[src/rtl/seq_pp_multiplier.sv]
// Iterative unsigned multiplier: accumulates ROWS_PER_CYCLE ANDed partial-product rows per cycle.
// Optional early exit when the remaining multiplier bits are zero: define SEQ_PP_MULT_EARLY_TERM_EN.

module seq_pp_row #(
  parameter int W2    = 16,
  parameter int SHIFT = 0
) (
  input  logic [W2-1:0] mcand,
  input  logic          sel,
  output logic [W2-1:0] row
);
  assign row = sel ? (mcand << SHIFT) : '0;
endmodule

module seq_pp_multiplier #(
  parameter int WIDTH          = 8,
  parameter int ROWS_PER_CYCLE = 1
) (
  input  logic               clk,
  input  logic               rst_n,
  input  logic               in_valid,
  output logic               in_ready,
  input  logic [WIDTH-1:0]   a,
  input  logic [WIDTH-1:0]   b,
  output logic               out_valid,
  input  logic               out_ready,
  output logic [2*WIDTH-1:0] p,
  output logic               busy
);
  localparam int ITERS = WIDTH / ROWS_PER_CYCLE;
  localparam int CW    = $clog2(ITERS + 1);
  localparam int PW    = 2 * WIDTH;

  typedef enum logic [1:0] {IDLE, ACCUM, DONE} state_t;

  state_t                              state;
  logic [PW-1:0]                       mcand;
  logic [WIDTH-1:0]                    mplier;
  logic [PW-1:0]                       acc;
  logic [CW-1:0]                       cnt;
  logic [ROWS_PER_CYCLE-1:0][PW-1:0]   rows;
  logic [PW-1:0]                       acc_nxt;
  logic [WIDTH-1:0]                    mplier_nxt;
  logic                                last;

  // One row generator per multiplier bit consumed this cycle.
  for (genvar g = 0; g < ROWS_PER_CYCLE; g++) begin : g_row
    seq_pp_row #(.W2(PW), .SHIFT(g)) u_row (
      .mcand (mcand),
      .sel   (mplier[g]),
      .row   (rows[g])
    );
  end

  always_comb begin
    acc_nxt = acc;
    for (int k = 0; k < ROWS_PER_CYCLE; k++) acc_nxt = acc_nxt + rows[k];
  end

  assign mplier_nxt = mplier >> ROWS_PER_CYCLE;

`ifdef SEQ_PP_MULT_EARLY_TERM_EN
  assign last = (cnt == CW'(ITERS - 1)) || (mplier_nxt == '0);
`else
  assign last = (cnt == CW'(ITERS - 1));
`endif

  always_ff @(posedge clk or negedge rst_n) begin
    if (!rst_n) begin
      state     <= IDLE;
      in_ready  <= 1'b1;
      out_valid <= 1'b0;
      busy      <= 1'b0;
      p         <= '0;
      acc       <= '0;
      mcand     <= '0;
      mplier    <= '0;
      cnt       <= '0;
    end else begin
      case (state)
        IDLE: if (in_valid) begin
          mcand    <= {{WIDTH{1'b0}}, a};
          mplier   <= b;
          acc      <= '0;
          cnt      <= '0;
          state    <= ACCUM;
          in_ready <= 1'b0;
          busy     <= 1'b1;
        end
        ACCUM: begin
          acc    <= acc_nxt;
          mcand  <= mcand << ROWS_PER_CYCLE;
          mplier <= mplier_nxt;
          cnt    <= cnt + CW'(1);
          if (last) begin
            state     <= DONE;
            p         <= acc_nxt;
            out_valid <= 1'b1;
          end
        end
        DONE: if (out_ready) begin
          state     <= IDLE;
          out_valid <= 1'b0;
          busy      <= 1'b0;
          in_ready  <= 1'b1;
        end
        default: state <= IDLE;
      endcase
    end
  end
endmodule

[config.mk]
export PLATFORM = sky130hd
export DESIGN_NAME = seq_pp_multiplier
export DESIGN_NICKNAME = d
export VERILOG_FILES = /design/src/rtl/seq_pp_multiplier.sv
export SDC_FILE = /design/constraint.sdc
export NUM_CORES = 1
export LEC_CHECK = 0
export BUFFER_PORTS_ARGS = -buffer_cell sky130_fd_sc_hd__buf_2
export CAP_MARGIN = 20
export CORE_MARGIN = 2
export CORE_UTILIZATION = 45
export CTS_CLUSTER_DIAMETER = 30
export DETAILED_ROUTE_END_ITERATION = 16
export HOLD_SLACK_MARGIN = 0.1
export PLACE_DENSITY_LB_ADDON = 0.05
export SLEW_MARGIN = 5
export SYNTH_ARGS = -nofsm -noshare
export SYNTH_HDL_FRONTEND = slang
export SYNTH_SLANG_ARGS = --single-unit
[constraint.sdc]
create_clock -name clk -period 4.9 [get_ports clk]
set_input_delay 0.49 -clock clk [delete_from_list [all_inputs] [get_ports clk]]
set_output_delay 0.49 -clock clk [all_outputs]
set_load 0.01 [all_outputs]
==> results of run 1 <==
==> worst min-delay path by stage <==
stage | start | cells after the start | endpoint
detailed placement | p[3]$_DFFE_PN0P_ | 2 | p[3]$_DFFE_PN0P_
global placement | p[9]$_DFFE_PN0P_ | 2 | p[9]$_DFFE_PN0P_
finish | rst_n | 2 | p[5]$_DFFE_PN0P_
CTS | out_ready | 2 | state[1]$_DFFE_PN0P_
floorplan | rst_n | 0 | acc[0]$_DFFE_PN0P_
global route | out_ready | 2 | state[1]$_DFFE_PN0P_
==> cells in the final DEF, fill, tap and decap left out, types with 4 or more instances in the layout <==
cell type / instances
a21o_1: 6
a21oi_1: 33
a22o_1: 24
and2_1: 15
buf_2: 38
buf_4: 5
clkbuf_8: 9
dfrtp_1: 64
ha_1: 16
inv_1: 4
nand2_1: 59
nand2b_1: 4
nand3_1: 4
nor2_1: 17
nor3b_1: 14
o21ai_0: 33
xnor2_1: 9
xor2_1: 4
==> cell families (layout without fill, tap and decap cells) <==
family | count (synthesis) | in the layout | synth area share, %
muxes | 4 | 4 | 1.40
adders and majority gates | 17 | 17 | 6.33
AOI/OAI and AO/OA | 118 | 118 | 21.9
buffers and inverters | 22 | 63 | 2.70
DFF | 65 | 65 | 46.8
xor gates and xnor gates | 13 | 13 | 3.27
and+or+nand+nor | 126 | 126 | 17.7
==> through the flow <==
step           cell area (um^2)  total power, W  setup WS, ps  cells  util [%]
6_report                   3990         0.00229          2170    508      52.4
5_1_grt                    3990         0.00249          1950    508      52.4
4_1_cts                    3990         0.00232          2160    508      52.4
3_5_place_dp               3760         0.00180          2190    492      49.4
3_3_place_gp               3760         0.00178          2280    492      49.4
2_1_floorplan              3480         0.00154          2340    365         -
==> power by group <==
group	internal, W	switching (W)
registers	0.000740	0.000145
clock network	0.000291	0.000224
logic	0.000373	0.000514
total	0.00140	0.000884
==> critical path, cell delays in order (launching register included) <==
cell     delay [ps]
dfrtp_1         530
and2_1          220
ha_1            210
fa_1            410
a21oi_1         220
nor2_1           90
or2_1           270
a211o_1         310
mux2_4          310
o21ai_2         100
==> state kept, by name, indices dropped and copies added (netlist names) <==
register / flops
acc: 16
mcand: 16
p: 16
mplier: 8
cnt: 4
state: 2
busy: 1
in_ready: 1
out_valid: 1
==> per-layer routing <==
layer	wire, um	up-vias
met5	0	-
met4	95	0
met3	252	7
met2	3470	41
met1	3750	1270
li1	-	1372
==> layout make-up <==
cell class	instances	area share, %
Timing Repair Buffer	43	5.71
Tap cell	102	3.20
Sequential cell	65	40.8
Clock inverter	7	2.57
Clock buffer	9	3.11
Multi-Input combinational cell	278	44.2
Inverter	4	0.377
==> flow_metrics.py, run 1 <==
metrics = {
    "status": {
        "status": "complete, no violations",
    },
    "pwr": {
        "peakVddDrop_uv": 366,
        "leakagePower_nw": 1.91,
        "p_per_area_mw_per_mm2": 574,
    },
    "floorplanning": {
        "fp.dieArea_mm2": 0.00845,
        "core_area_mm2": 0.00761,
        "die_height_um": 91.9,
        "io_pins": 39,
        "die_w_um": 91.9,
        "start_util_pct": 45.7,
        "rows": 32,
    },
    "global_routing": {
        "grt_pass1_vias": 2699,
        "antenna_found_initial": 0,
        "grt.busiest_layer": "met2",
        "grt_max_degree": 66,
        "grtUsageMet3_pct": 3.62,
        "grtUsageMet1_pct": 28.3,
        "grt_use_met2_pct": 29.8,
        "grt_overflow": 0,
        "grt_pass1_wl_mm": 13.2,
        "grt.total_usage_pct": 19.8,
    },
    "synth": {
        "synth_top_area_share_pct": 46.0,
        "syn_nets": 402,
        "synth_warnings": 0,
        "ys_ff_latch": 65,
        "yosys-top-cells-area": "dfrtp_1 (46%), nand2_1 (6.4%), a22o_1 (6.0%)",
        "ys.flop_type": "dfrtp_1",
        "synthArstFlopShare_pct": 100,
        "synth_top_area_cell": "dfrtp_1",
        "synth_seq_area_share_pct": 46.8,
        "synth_edf_count": 0,
        "yosysMostFrequentCell": "dfrtp_1",
        "yosysUniqueCellTypes": 47,
        "synthTopCellsByCount": "dfrtp_1 (64), nand2_1 (59), a21oi_1 (33), o21ai_0 (33), a22o_1 (24)",
        "syn_area_per_cell_um2": 9.53,
        "syn_area_mm2": 0.00348,
        "netlist_instances": 365,
    },
    "layout": {
        "antenna_cells": 0,
        "synthToLayoutAreaGrowth_pct": 14.6,
        "regArea_mm2": 0.00163,
        "multiInputGateArea_mm2": 0.00176,
        "drive_above_1_share_pct": 17.2,
        "nets": 438,
        "fillCellCount": 731,
    },
    "setup_path": {
        "crit_end": "acc[12]$_DFFE_PN0P_",
        "reg2reg_slack_ps": 2170,
        "startpoint_type": "flop",
        "timing.rr.start": "mplier[0]$_DFFE_PN0P_",
        "crit_fanout": 17,
        "cp.required_ps": 5170,
        "crit_type": "flop to flop",
        "rr_worst_depth": 9,
        "worstSetupEndpointType": "flop",
        "startpoint": "mplier[0]$_DFFE_PN0P_",
        "r2r-end": "acc[12]$_DFFE_PN0P_",
        "arrival_ps": 3000,
    },
    "timing": {
        "setup_viol": 0,
        "finalCritPeriodShare_pct": 55.8,
        "hold_viol_final": 0,
        "setup-tns-final_ps": 0,
        "rsz0062_at_grt": "no",
        "min_period_ps": 2730,
        "max_freq_ghz": 0.366,
        "max-slew-margin-rel_pct": 45.3,
        "slew_viol_final": 0,
        "hold-worst-slack_ps": 311,
        "skew_ps": 8.85,
        "tightest_slew_ps": 821,
    },
    "clock_tree": {
        "clk_latency_ps": 340,
        "cts.clk_slew.worst_paths_ps": 70,
        "cts_hold_buf": 0,
        "postCtsResizedCells": 0,
        "clockBufferDepth": 2,
        "cts_made_buffers": 9,
        "clockRootBuffer": "clkbuf_8",
        "cts_setup_buffers": 0,
        "htreeDepth": 3,
        "cts_tree": "done",
        "clock-sinks": 65,
    },
    "routing": {
        "routedWlPerCell_um": 14.9,
        "vias": 2690,
        "wirelength_mm": 7.57,
        "drt_pre_antenna_iters": 4,
        "drt_iter0_drc": 133,
        "viasPerCell": 5.30,
        "ant_nets": 0,
        "drc": 0,
    },
    "place": {
        "hpwl_mm": 5.19,
        "gp_congestion": 0.847,
        "portBuffers": 38,
    },
    "flow_run": {
        "cap_violations": 0,
    },
    "worst_hold_path": {
        "hold_path_class": "input pin to asynchronous set/reset pin",
    },
}
No activity file was read; power rests on OpenSTA's default activity.
==> inputs of run 2 (changes only) <==
==> constraint.sdc (replaced) <==
create_clock -name clk -period 2.5 [get_ports clk]
set_input_delay 0.25 -clock clk [delete_from_list [all_inputs] [get_ports clk]]
set_output_delay 0.25 -clock clk [all_outputs]
set_load 0.01 [all_outputs]
==> run 2 against run 1 <==
  * Flip-flop and latch count unchanged
  * Sequential power increased by 93%
  * Non-clock buffer count increased by 11
  * Cell count increased by 2.2%
  * Cell area increased by 3.2%
  * Worst hold slack got worse by 150 ps
  * Clock power increased by 98%
  * Maximum frequency increased by 14%
  * Combinational power increased by 110%
  * Wire length increased by 1.1%
  * Largest cell class unchanged
  * Largest power group unchanged
==> flow_metrics.py, run 2 (synthesis gave the netlist of run 1 again) <==
metrics = {
    "place": {
        "hpwl_mm": 5.23,
        "gp_congestion": 0.907,
        "portBuffers": 38,
        "place_area_mm2": 0.00381,
    },
    "timing": {
        "setup_viol": 0,
        "finalCritPeriodShare_pct": 95.5,
        "max-slew-margin-rel_pct": 58.8,
        "min_period_ps": 2390,
        "hold_viol_final": 0,
        "slew_viol_final": 0,
        "max_freq_ghz": 0.419,
        "rsz0062_at_grt": "no",
        "tightest_slew_ps": 616,
        "setup-tns-final_ps": 0,
        "hold-worst-slack_ps": 165,
        "skew_ps": 7.88,
    },
    "routing": {
        "met2_length_mm": 3.43,
        "routed.top_layer": "met4",
        "ant_nets": 0,
        "wl_met3_um": 252,
        "met1Wirelength_mm": 3.89,
        "wirelength_mm": 7.65,
        "vias": 2758,
        "drc": 0,
        "drt_pre_antenna_iters": 4,
        "routedWlPerCell_um": 14.7,
        "drt_iter0_drc": 82,
        "viasPerCell": 5.31,
    },
    "setup_path": {
        "rr_worst_depth": 9,
        "startpoint_type": "flop",
        "worstSetupEndpointType": "flop",
        "cp.required_ps": 2780,
        "crit_type": "flop to flop",
        "crit_fanout": 7,
        "arrival_ps": 2660,
    },
    "global_routing": {
        "grt_pass1_vias": 2765,
        "grt.total_usage_pct": 19.8,
        "grt_max_degree": 45,
        "grt_pass1_wl_mm": 13.2,
        "grt_overflow": 0,
        "antenna_found_initial": 0,
    },
    "pwr": {
        "leakagePower_nw": 1.97,
        "p_per_area_mw_per_mm2": 1120,
        "power.total_w": 0.00460,
        "peakVddDrop_uv": 724,
    },
    "floorplanning": {
        "core_area_mm2": 0.00761,
        "die_height_um": 91.9,
        "io_pins": 39,
        "rows": 32,
        "die_w_um": 91.9,
        "fp.dieArea_mm2": 0.00845,
        "start_util_pct": 45.7,
    },
    "layout": {
        "postLayoutCoreUtil_pct": 54.1,
        "drive_above_1_share_pct": 21.1,
        "antenna_cells": 0,
        "layout_commonest_cell": "dfrtp_1",
        "regArea_mm2": 0.00163,
        "fillCellCount": 738,
        "nets": 449,
        "multiInputGateArea_mm2": 0.00180,
        "post-route-cell-area_mm2": 0.00411,
        "top_regs": "acc (16), mcand (16), p (16)",
        "layout_common_cells": "dfrtp_1 (63), nand2_1 (59), buf_2 (38), o21ai_0 (32), a21oi_1 (31)",
        "synthToLayoutAreaGrowth_pct": 18.2,
    },
    "flow_run": {
        "cap_violations": 0,
    },
    "clock_tree": {
        "clockRootBuffer": "clkbuf_8",
        "clk_latency_ps": 350,
        "cts_tree": "done",
        "clockBufferDepth": 2,
        "htreeDepth": 3,
        "cts_made_buffers": 9,
        "cts.clk_slew.worst_paths_ps": 80,
        "clock-sinks": 65,
    },
    "worst_hold_path": {
        "min_delay_path_depth": 2,
        "hold_path_class": "input pin to flop",
    },
    "status": {
        "status": "complete, no violations",
    },
}
run 2: cell types whose count changed in the layout (fill, tap and decap cells not counted), sizes merged:
cell / delta
buf: +9
dlygate4sd3: +2
clkbuf: +1
inv: -1
run 2: final cells by class:
type                    count  area share (%)
multi-input cells         278            43.7
flip-flops and latches     65            39.6
repair buffers             54            7.67
clock buffers              10            3.35
well taps                 102            3.10
clock inverters             6            2.19
inverters                   4           0.365
run 2: per-stage QoR:
step           instances  worst slack [ps]
6_report             519               113
5_1_grt              519              7.20
4_1_cts              516              40.3
3_5_place_dp         498              58.8
3_3_place_gp         498              86.3
2_1_floorplan        365              35.3
run 2: timing repair:
item,4_1_cts,5_1_grt
hold buffers,2,0
endpoints found under the hold margin,19,0
setup endpoints to repair,0,6
buffers inserted,0,3
resized for setup,0,9
run 2: path summary, 6_finish.rpt:
kind,start,to,slack [ps]
setup / recovery,mplier[0]$_DFFE_PN0P_,acc[12]$_DFFE_PN0P_,110
hold / removal,a[0],mcand[0]$_DFFE_PN0P_,170
setup reg to reg,mplier[0]$_DFFE_PN0P_,acc[12]$_DFFE_PN0P_,110
hold reg to reg,p[9]$_DFFE_PN0P_,p[9]$_DFFE_PN0P_,470
max in group asynchronous,rst_n,in_ready$_DFFE_PN1P_,1350
min in group asynchronous,rst_n,p[3]$_DFFE_PN0P_,380
run 2: where the power goes:
group	internal, W	leakage (nW)	total [W]	switching [W]
Combinational	0.000800	1.01	0.00187	0.00107
Sequential	0.00145	0.841	0.00171	0.000258
Clock	0.000592	0.113	0.00102	0.000427
run 2: per-layer routing:
metal | vias up | GRT usage [%]
li1 | 1393 | -
met1 | 1309 | 28.0
met2 | 46 | 30.6
met3 | 10 | 4.27
met4 | 0 | 6.09
met5 | - | 0
run 2: critical path, cell delays in order, from the launching register on:
cell and delay (ps):
dfrtp_2 430, and2_4 150, ha_4 160, fa_2 370, a21oi_2 140, nor2_1 80
or2_4 250, a211o_1 330, mux2_4 310, o21ai_2 100
==> inputs of run 3 (changes only) <==
--- a/config.mk
+++ b/config.mk
@@ -5,6 +5,7 @@
 export SDC_FILE = /design/constraint.sdc
 export NUM_CORES = 1
 export LEC_CHECK = 0
+export ABC_AREA = 1
 export BUFFER_PORTS_ARGS = -buffer_cell sky130_fd_sc_hd__buf_2
 export CAP_MARGIN = 20
 export CORE_MARGIN = 2
@@ -13,6 +14,7 @@
 export DETAILED_ROUTE_END_ITERATION = 16
 export HOLD_SLACK_MARGIN = 0.1
 export PLACE_DENSITY_LB_ADDON = 0.05
+export SKIP_LAST_GASP = 1
 export SLEW_MARGIN = 5
 export SYNTH_ARGS = -nofsm -noshare
 export SYNTH_HDL_FRONTEND = slang
==> run 3 against run 2 <==
  * Utilization fell by 1.1 points
  * First-iteration DRC count grew 72%
  * Largest cell class is now registers
  * Die area increased by 2.4%
  * Wire length increased by 0.95%
  * Worst hold slack worse by 51 ps
  * Worst setup slack better by 190 ps
  * Cell count grew 19%
  * Global-route usage down 0.18 points
  * Count of clock-buffer cells in the layout rose by 1
  * Sequential power rose by 6%
==> flow_metrics.py, run 3 <==
metrics = {
    "setup_path": {
        "crit_fanout": 17,
        "arrival_ps": 2430,
        "r2r-end": "p[6]$_DFFE_PN0P_",
        "startpoint_type": "flop",
        "crit_type": "flop to flop",
        "cp.required_ps": 2730,
        "rr_worst_depth": 11,
        "reg2reg_slack_ps": 300,
        "timing.rr.start": "mplier[0]$_DFFE_PN0P_",
        "worstSetupEndpointType": "flop",
    },
    "routing": {
        "wirelength_mm": 7.73,
        "viasPerCell": 4.75,
        "met2_length_mm": 3.42,
        "drt_iter0_drc": 141,
        "routedWlPerCell_um": 12.5,
        "vias": 2924,
        "ant_nets": 0,
        "routed.top_layer": "met4",
        "drt_pre_antenna_iters": 4,
        "drc": 0,
        "wl_met3_um": 300,
        "met1Wirelength_mm": 3.89,
    },
    "layout": {
        "layout_commonest_cell": "nand2_1",
        "nets": 546,
        "antenna_cells": 0,
        "top_regs": "acc (16), mcand (16), p (16)",
        "fillCellCount": 784,
        "synthToLayoutAreaGrowth_pct": 14.1,
        "instances_no_fill": 616,
        "layout_common_cells": "nand2_1 (191), dfrtp_1 (64), inv_1 (63), buf_2 (38), nand3_1 (34)",
        "drive_above_1_share_pct": 13.2,
    },
    "timing": {
        "skew_ps": 5.49,
        "min_period_ps": 2200,
        "hold-worst-slack_ps": 114,
        "finalCritPeriodShare_pct": 88.0,
        "rsz0062_at_grt": "no",
        "slew_viol_final": 0,
        "setup-tns-final_ps": 0,
        "fin_ws_ps": 299,
        "setup_viol": 0,
        "max-slew-margin-rel_pct": 57.2,
        "tightest_slew_ps": 641,
        "max_freq_ghz": 0.454,
        "hold_viol_final": 0,
    },
    "synth": {
        "yosys-top-cells-area": "dfrtp_1 (45%), nand2_1 (20%), inv_1 (6.6%)",
        "syn_nets": 504,
        "netlist_instances": 467,
        "synth_top_area_cell": "dfrtp_1",
        "syn_area_per_cell_um2": 7.64,
        "synth_top_area_share_pct": 44.9,
        "synthArstFlopShare_pct": 100,
        "synth_warnings": 0,
        "yosysMostFrequentCell": "nand2_1",
        "syn_area_mm2": 0.00357,
        "ys_ff_latch": 65,
        "synth_seq_area_share_pct": 45.6,
        "synth_edf_count": 0,
        "yosysUniqueCellTypes": 38,
        "synthTopCellsByCount": "nand2_1 (191), dfrtp_1 (64), inv_1 (63)",
        "ys.flop_type": "dfrtp_1",
    },
    "status": {
        "status": "complete, no violations",
    },
    "clock_tree": {
        "cts_setup_buffers": 0,
        "cts_tree": "done",
        "htreeDepth": 3,
        "clk_latency_ps": 330,
        "cts_made_buffers": 9,
        "clockRootBuffer": "clkbuf_8",
        "clockBufferDepth": 2,
        "clock-sinks": 65,
        "postCtsResizedCells": 0,
        "cts.clk_slew.worst_paths_ps": 70,
    },
    "worst_hold_path": {
        "worstHoldStart": "a[6]",
        "hold_path_class": "input pin to flop",
        "min_delay_path_depth": 3,
        "hold_end": "mcand[6]$_DFFE_PN0P_",
    },
    "pwr": {
        "p_per_area_mw_per_mm2": 1220,
        "leakagePower_nw": 2.37,
        "peakVddDrop_uv": 604,
    },
    "global_routing": {
        "grt_max_degree": 66,
        "antenna_found_initial": 0,
        "grt_pass1_wl_mm": 13.4,
        "grt_pass1_vias": 2866,
        "grt_overflow": 0,
        "grt.total_usage_pct": 19.6,
    },
    "floorplanning": {
        "die_height_um": 93.0,
        "rows": 32,
        "die_w_um": 93.0,
        "io_pins": 39,
        "core_area_mm2": 0.00769,
        "start_util_pct": 46.4,
        "fp.dieArea_mm2": 0.00865,
    },
    "place": {
        "portBuffers": 38,
        "placed_cells": 597,
        "preCtsSetupSlack_ps": 292,
        "hpwl_mm": 5.39,
        "gp_congestion": 0.834,
    },
    "flow_run": {
        "cap_violations": 0,
    },
}
## run 3: timing repair
| action | in CTS | in global routing |
|---|---|---|
| endpoints found under the setup margin | 0 | 0 |
| hold endpoints to repair | 66 | 0 |
| hold buffers | 3 | 0 |
## run 3: kinds of logic (layout without fill, tap and decap cells)
| logic type | count (synthesis) | after routing | share of synthesized area [%] |
|---|---|---|---|
| AOI/OAI and AO/OA | 41 | 41 | 7.19 |
| adders and majority gates | 17 | 17 | 6.18 |
| buffers and inverters | 81 | 128 | 9.05 |
| muxes | 1 | 1 | 0.281 |
| and+or+nand+nor | 257 | 257 | 30.4 |
| DFF | 65 | 65 | 45.6 |
| xor gates and xnor gates | 5 | 5 | 1.23 |
## run 3: worst max-delay path by stage
stage | start | end | slack (ps)
after floorplan | mplier[0]$_DFFE_PN0P_ | acc[8]$_DFFE_PN0P_ | 370
after global placement | mplier[0]$_DFFE_PN0P_ | acc[8]$_DFFE_PN0P_ | 410
after detailed placement | mplier[0]$_DFFE_PN0P_ | acc[6]$_DFFE_PN0P_ | 290
after CTS | mplier[0]$_DFFE_PN0P_ | acc[6]$_DFFE_PN0P_ | 290
after global routing | mplier[0]$_DFFE_PN0P_ | acc[12]$_DFFE_PN0P_ | 110
final | mplier[0]$_DFFE_PN0P_ | p[6]$_DFFE_PN0P_ | 300
## run 3: report_power, final
| part | switching [W] | internal, W |
|---|---|---|
| Combinational | 0.00144 | 0.000839 |
| Clock | 0.000415 | 0.000460 |
| Sequential | 0.000309 | 0.00152 |
| Total | 0.00216 | 0.00281 |
## run 3: routing by layer
layer	GRT usage, %	vias up
met5	0	-
met4	8.21	0
met3	3.30	9
met2	30.7	60
met1	27.1	1310
li1	-	1545
## run 3: per-stage QoR
step	utilization, %	cell area [um^2]	total power [W]
floorplan	-	3570	0.00353
global placement	50.1	3850	0.00409
detailed placement	50.1	3850	0.00414
CTS	52.9	4070	0.00503
global route	52.9	4070	0.00546
finish	52.9	4070	0.00498
## run 3: area by class of cell
class	count	area (um^2)	share of cell area [%]
multi-input cells	321	1620	39.7
clock buffers	11	131	3.23
repair buffers	44	255	6.27
inverters	68	255	6.27
well taps	102	128	3.14
clock inverters	5	56.3	1.38
flip-flops and latches	65	1630	40.0
## run 3: critical path, stage by stage, from the launching register on
cell and delay (ps):
dfrtp_1 560, nand2_1 140, inv_1 50, ha_1 200
fa_1 410, nand2_1 90, nand2_1 80, nand3b_1 100
nand2_1 110, or2_1 240, nand3_1 80, nand2_1 50
